File: src/rtl/mips_cpu_pkg.sv
// Shared types and constants for the MIPS CPU core.
// Imported by the cycle controller and its bench.
package mips_cpu_pkg;

  typedef enum logic [2:0] {
    FETCH      = 3'd0,
    FETCH_WAIT = 3'd1,
    EXEC       = 3'd2,
    MEM        = 3'd3,
    MEM_WAIT   = 3'd4,
    WB         = 3'd5,
    HALTED     = 3'd6
  } cycle_state_t;

  localparam logic [1:0] PC_REL = 2'b00;
  localparam logic [1:0] PC_ABS = 2'b01;
  localparam logic [1:0] PC_REG = 2'b10;

  localparam logic [31:0] HALT_ADDR_DEFAULT = 32'h0000_0000;

endpackage

File: src/rtl/mips_cycle_controller.sv
// Multi-cycle sequencer: fetch, exec, mem, writeback.
// Drives bus strobes, PC advance and halt detection.
module mips_cycle_controller
  import mips_cpu_pkg::*;
#(
  parameter logic [31:0] HALT_ADDR    = HALT_ADDR_DEFAULT,
  parameter logic [31:0] RESET_VECTOR = 32'hBFC0_0000
) (
  input  logic        clk,
  input  logic        rst,
  input  logic [31:0] pc,
  input  logic        mem_waitrequest,
  input  logic        dec_branch,
  input  logic        dec_branch_taken,
  input  logic [1:0]  dec_pcsrc,
  input  logic        dec_load,
  input  logic        dec_store,
  input  logic        dec_regwrite,
  output logic        mem_read,
  output logic        mem_write,
  output logic        mem_is_fetch,
  output logic        ir_write,
  output logic        mdr_write,
  output logic        reg_write,
  output logic        CntEn,
  output logic        is_branch,
  output logic [1:0]  PCControl,
  output logic        active,
  output logic [2:0]  state
);

  cycle_state_t state_q, state_d;
  logic         br_q, br_d;
  logic [1:0]   pcsrc_q, pcsrc_d;
  logic         ld_q, ld_d;
  logic         st_q, st_d;
  logic         rw_q, rw_d;
  logic         delay_q, delay_d;
  logic         halt_hit;

  // The PC owns the reset vector; kept here only for reference.
  logic unused_rv;
  assign unused_rv = ^RESET_VECTOR;

  // Halt is held off while a branch delay slot is still owed.
  assign halt_hit = (pc == HALT_ADDR) && !delay_q;

  // Next-state logic; decode fields are captured in EXEC so
  // later states never look at the decoder combinationally.
  always_comb begin
    state_d = state_q;
    br_d    = br_q;
    pcsrc_d = pcsrc_q;
    ld_d    = ld_q;
    st_d    = st_q;
    rw_d    = rw_q;
    delay_d = delay_q;
    unique case (state_q)
      FETCH: begin
        if (halt_hit)
          state_d = HALTED;
        else if (!mem_waitrequest)
          state_d = EXEC;
        else
          state_d = FETCH_WAIT;
      end
      FETCH_WAIT: begin
        if (!mem_waitrequest)
          state_d = EXEC;
      end
      EXEC: begin
        br_d    = dec_branch & dec_branch_taken;
        pcsrc_d = dec_pcsrc;
        ld_d    = dec_load;
        st_d    = dec_store & ~dec_load;
        rw_d    = dec_regwrite;
        if (dec_load || dec_store)
          state_d = MEM;
        else
          state_d = WB;
      end
      MEM, MEM_WAIT: begin
        if (!mem_waitrequest)
          state_d = WB;
        else
          state_d = MEM_WAIT;
      end
      WB: begin
        delay_d = br_q;
        state_d = FETCH;
      end
      HALTED: state_d = HALTED;
      default: state_d = FETCH;
    endcase
  end

  // State and captured decode flags, synchronous active-low reset.
  always_ff @(posedge clk) begin
    if (!rst) begin
      state_q <= FETCH;
      br_q    <= 1'b0;
      pcsrc_q <= PC_REL;
      ld_q    <= 1'b0;
      st_q    <= 1'b0;
      rw_q    <= 1'b0;
      delay_q <= 1'b0;
    end else begin
      state_q <= state_d;
      br_q    <= br_d;
      pcsrc_q <= pcsrc_d;
      ld_q    <= ld_d;
      st_q    <= st_d;
      rw_q    <= rw_d;
      delay_q <= delay_d;
    end
  end

  // Output decode; reset low masks every strobe in the same cycle.
  always_comb begin
    mem_read     = 1'b0;
    mem_write    = 1'b0;
    mem_is_fetch = 1'b0;
    ir_write     = 1'b0;
    mdr_write    = 1'b0;
    reg_write    = 1'b0;
    CntEn        = 1'b0;
    is_branch    = 1'b0;
    PCControl    = PC_REL;
    active       = 1'b1;
    if (rst) begin
      unique case (state_q)
        FETCH: begin
          if (halt_hit) begin
            active = 1'b0;
          end else begin
            mem_read     = 1'b1;
            mem_is_fetch = 1'b1;
            ir_write     = !mem_waitrequest;
          end
        end
        FETCH_WAIT: begin
          mem_read     = 1'b1;
          mem_is_fetch = 1'b1;
          ir_write     = !mem_waitrequest;
        end
        MEM, MEM_WAIT: begin
          mem_read  = ld_q;
          mem_write = st_q;
          mdr_write = ld_q & !mem_waitrequest;
        end
        WB: begin
          reg_write = rw_q;
          CntEn     = 1'b1;
          is_branch = br_q;
          PCControl = pcsrc_q;
        end
        HALTED: active = 1'b0;
        default: ;
      endcase
    end
  end

  assign state = rst ? state_q : FETCH;

endmodule

File: config.mk
export PLATFORM = sky130hd
export DESIGN_NAME = mips_cycle_controller
export DESIGN_NICKNAME = d
export VERILOG_FILES = /design/src/rtl/mips_cpu_pkg.sv /design/src/rtl/mips_cycle_controller.sv
export SDC_FILE = /design/constraint.sdc
export NUM_CORES = 1
export LEC_CHECK = 0
export ABC_AREA = 1
export BUFFER_PORTS_ARGS = -buffer_cell sky130_fd_sc_hd__clkbuf_2
export CAP_MARGIN = 20
export CORE_MARGIN = 10
export CORE_UTILIZATION = 42
export CTS_BUF_LIST = sky130_fd_sc_hd__clkbuf_4 sky130_fd_sc_hd__clkbuf_8 sky130_fd_sc_hd__clkbuf_16
export DETAILED_ROUTE_END_ITERATION = 10
export PLACE_DENSITY = 0.91
export SYNTH_ARGS = -nofsm -noshare
export SYNTH_HDL_FRONTEND = slang
export SYNTH_SLANG_ARGS = --single-unit
File: constraint.sdc
create_clock -name clk -period 2.5 [get_ports clk]
set_input_delay 0.125 -clock clk [delete_from_list [all_inputs] [get_ports clk]]
set_output_delay 0.125 -clock clk [all_outputs]
set_load 0.05 [all_outputs]
==> flow_metrics.tcl <==
set metrics [dict create \
    clock-sinks 10 \
    yosysUniqueCellTypes 24 \
    cts_tree "done" \
    status "complete, no violations" \
    fmax_mhz 543.5 \
    vias_per_cell 4.460 \
    synth.net_count 175 \
    final.min_clock_period_ns 1.840 \
    gp_congestion 0.8806 \
    cts-root-buf "clkbuf_4" \
    vias 950 \
    synth_edf_count 0 \
    first_pass_iters 4 \
    num_rows 15 \
    drive_above_1_share_pct 38.30 \
    grt_setup_unrepaired "false" \
    drv_slew 0 \
    grt_pass1_wl_mm 3.670 \
    synth.yosys.seq_area_share_pct 26.27 \
    fin_nets 232 \
    synth_cells 133 \
    cts.htree.levels 1 \
    clk_pin_slew_worst_paths_ns 0.06 \
    die_x_um 62.60 \
    relSlewSlack_pct 71.25 \
    grt.total_usage_pct 11.09 \
    coreArea_um2 1727 \
    yosys.area.top_type_share_pct 26.27 \
    peakVddDrop_mv 0.7431 \
    place_hpwl_mm 1.947 \
    worstMarginPinSlew_ns 0.4283 \
    die_y_um 62.60 \
    post_cts_buffers 0 \
    synthArstFlopShare_pct 0 \
    ant_nets 0 \
    clock_latency_ns 0.27 \
    required_ns 2.38 \
    clockBufferDepth 2 \
    synthesis.area_um2 762.0 \
    endpoint_kind "output port" \
    dp.cells 210 \
    leakage_uw 0.0006149 \
    ctsResizeCount 0 \
    post_drt_wl_per_cell_um 10.38 \
    gr-total-overflow 0 \
    cp_max_fo 9 \
    syn_area_per_cell_um2 5.729 \
    ys_top_cells_by_area "dfxtp_1, nor2_1, nand2_1" \
    max-cap-violations 0 \
    postCtsHoldBufs 0 \
    timing.setup.tns_ns 0 \
    numPortBuffers 55 \
    synth_top_area_cell "dfxtp_1" \
    p_per_area_nw_per_um2 849.5 \
    stdcell_count 213 \
    grt_pass1_vias 899 \
    initial_utilization_pct 44.13 \
    path_common_cell "nor2_1" \
    grt_max_degree 13 \
    critPathSlowestCell "dfxtp_1" \
    drtIter0Drc 21 \
    fin_crit_sh_pct 73.60 \
    synth.most_common_cell "nor2_1" \
    critPathLaunchType "flop" \
    crit_arrival_ns 1.71 \
    io_pins 56 \
    antenna_found_initial 0 \
    place_ws_ns 0.9554 \
    yosysWarnings 0 \
    synth_top_cells_by_count "nor2_1, nand2_1, inv_1" \
    worstSetupPathType "flop to output port" \
    critPathMaxStageDelay_ns 0.52 \
    path_buf_inv 1 \
    r2r_setup_slack_ns 1.14 \
    cts_inserted_buffers 3 \
    hold_violations 0 \
    postLayoutSetupSlackWorst_ns 0.6600 \
    hold_class "input pin to flop" \
    route.detailed.drc 0 \
    finalClockSkew_ns 0.002911 \
    path_cells "nor2_1, o21ai_1, nor2_1, nor2_1, nor2_1, clkbuf_2" \
    syn_to_final_growth_pct 40.07 \
    wl_mm 2.211 \
    diodes 0 \
    setup_violations 0 \
    crit_family "flip-flops" \
    yosys_register_bits 10 \
    synthFlopType "dfxtp_1" \
    dieArea_um2 3918 \
]
[cell usage in the layout, fill, tap and decap left out, drive strengths merged, types with 2 or more instances in the layout]
master,netlist,final
a211oi,2,2
o21ai,9,9
nand3,5,5
nor2,31,31
clkbuf,0,58
a21oi,7,7
dfxtp,10,10
inv,29,29
nand2,30,30
[worst paths after layout]
path	startpoint	to	cells past startpoint
worst min-delay path	dec_store	st_q	3
worst max register to register	state_q[2]	state_q[0]	7
worst max-delay path	state_q[2]	mem_read	6
worst min register to register	pcsrc_q[0]	pcsrc_q[0]	2
[per-stage QoR]
step / total power (uW) / hold slack [ns] / instance area, um^2 / utilization [%]
after floorplan: 701.7 / 0.2573 / 762.0 / -
after global placement: 791.9 / 0.3744 / 1045 / 60.51
after detailed placement: 801.4 / 0.3749 / 1045 / 60.51
after CTS: 916.7 / 0.09303 / 1067 / 61.81
after global routing: 993.9 / 0.1019 / 1067 / 61.81
final: 906.7 / 0.09810 / 1067 / 61.81
[cells by family (layout without fill, tap and decap cells)]
logic type             count (synthesis)  count (layout)  share of synthesized area [%]
AND/OR/NAND/NOR                       71              71                          39.90
AO/OA/AOI/OAI                         20              20                          16.42
flip-flops                            10              10                          26.27
buffers and inverters                 32              87                          17.40
[layout make-up]
type                       instances  area, um^2
multi-input combinational         91       429.2
timing repair buffer              55       275.3
clock buffer                       3       22.52
fill                             183       659.4
inverter                          29       108.9
tap                               25       31.28
sequential                        10       200.2
[power breakdown]
part,switching (uW),internal (uW),total (uW)
clock network,56.4,55.7,112
registers,48.8,216,265
logic,369,160,530
total,475,432,907
[worst min-delay path, stage by stage]
cell and delay (ns):
clkbuf_2 0.09, nand3_2 0.07, o21ai_2 0.05
[registers in the layout, indices dropped and copies added, names as in the netlist]
name     flops
br_q         1
delay_q      1
ld_q         1
pcsrc_q      2
rw_q         1
st_q         1
state_q      3
[metal layers]
layer,vias up,GRT usage [%],wire (um)
li1,514,-,-
met1,404,11.30,851
met2,30,20.00,1200
met3,2,4.122,130
met4,0,4.190,27
met5,-,0,0
Note: power is estimated with default switching activity, not from simulation.
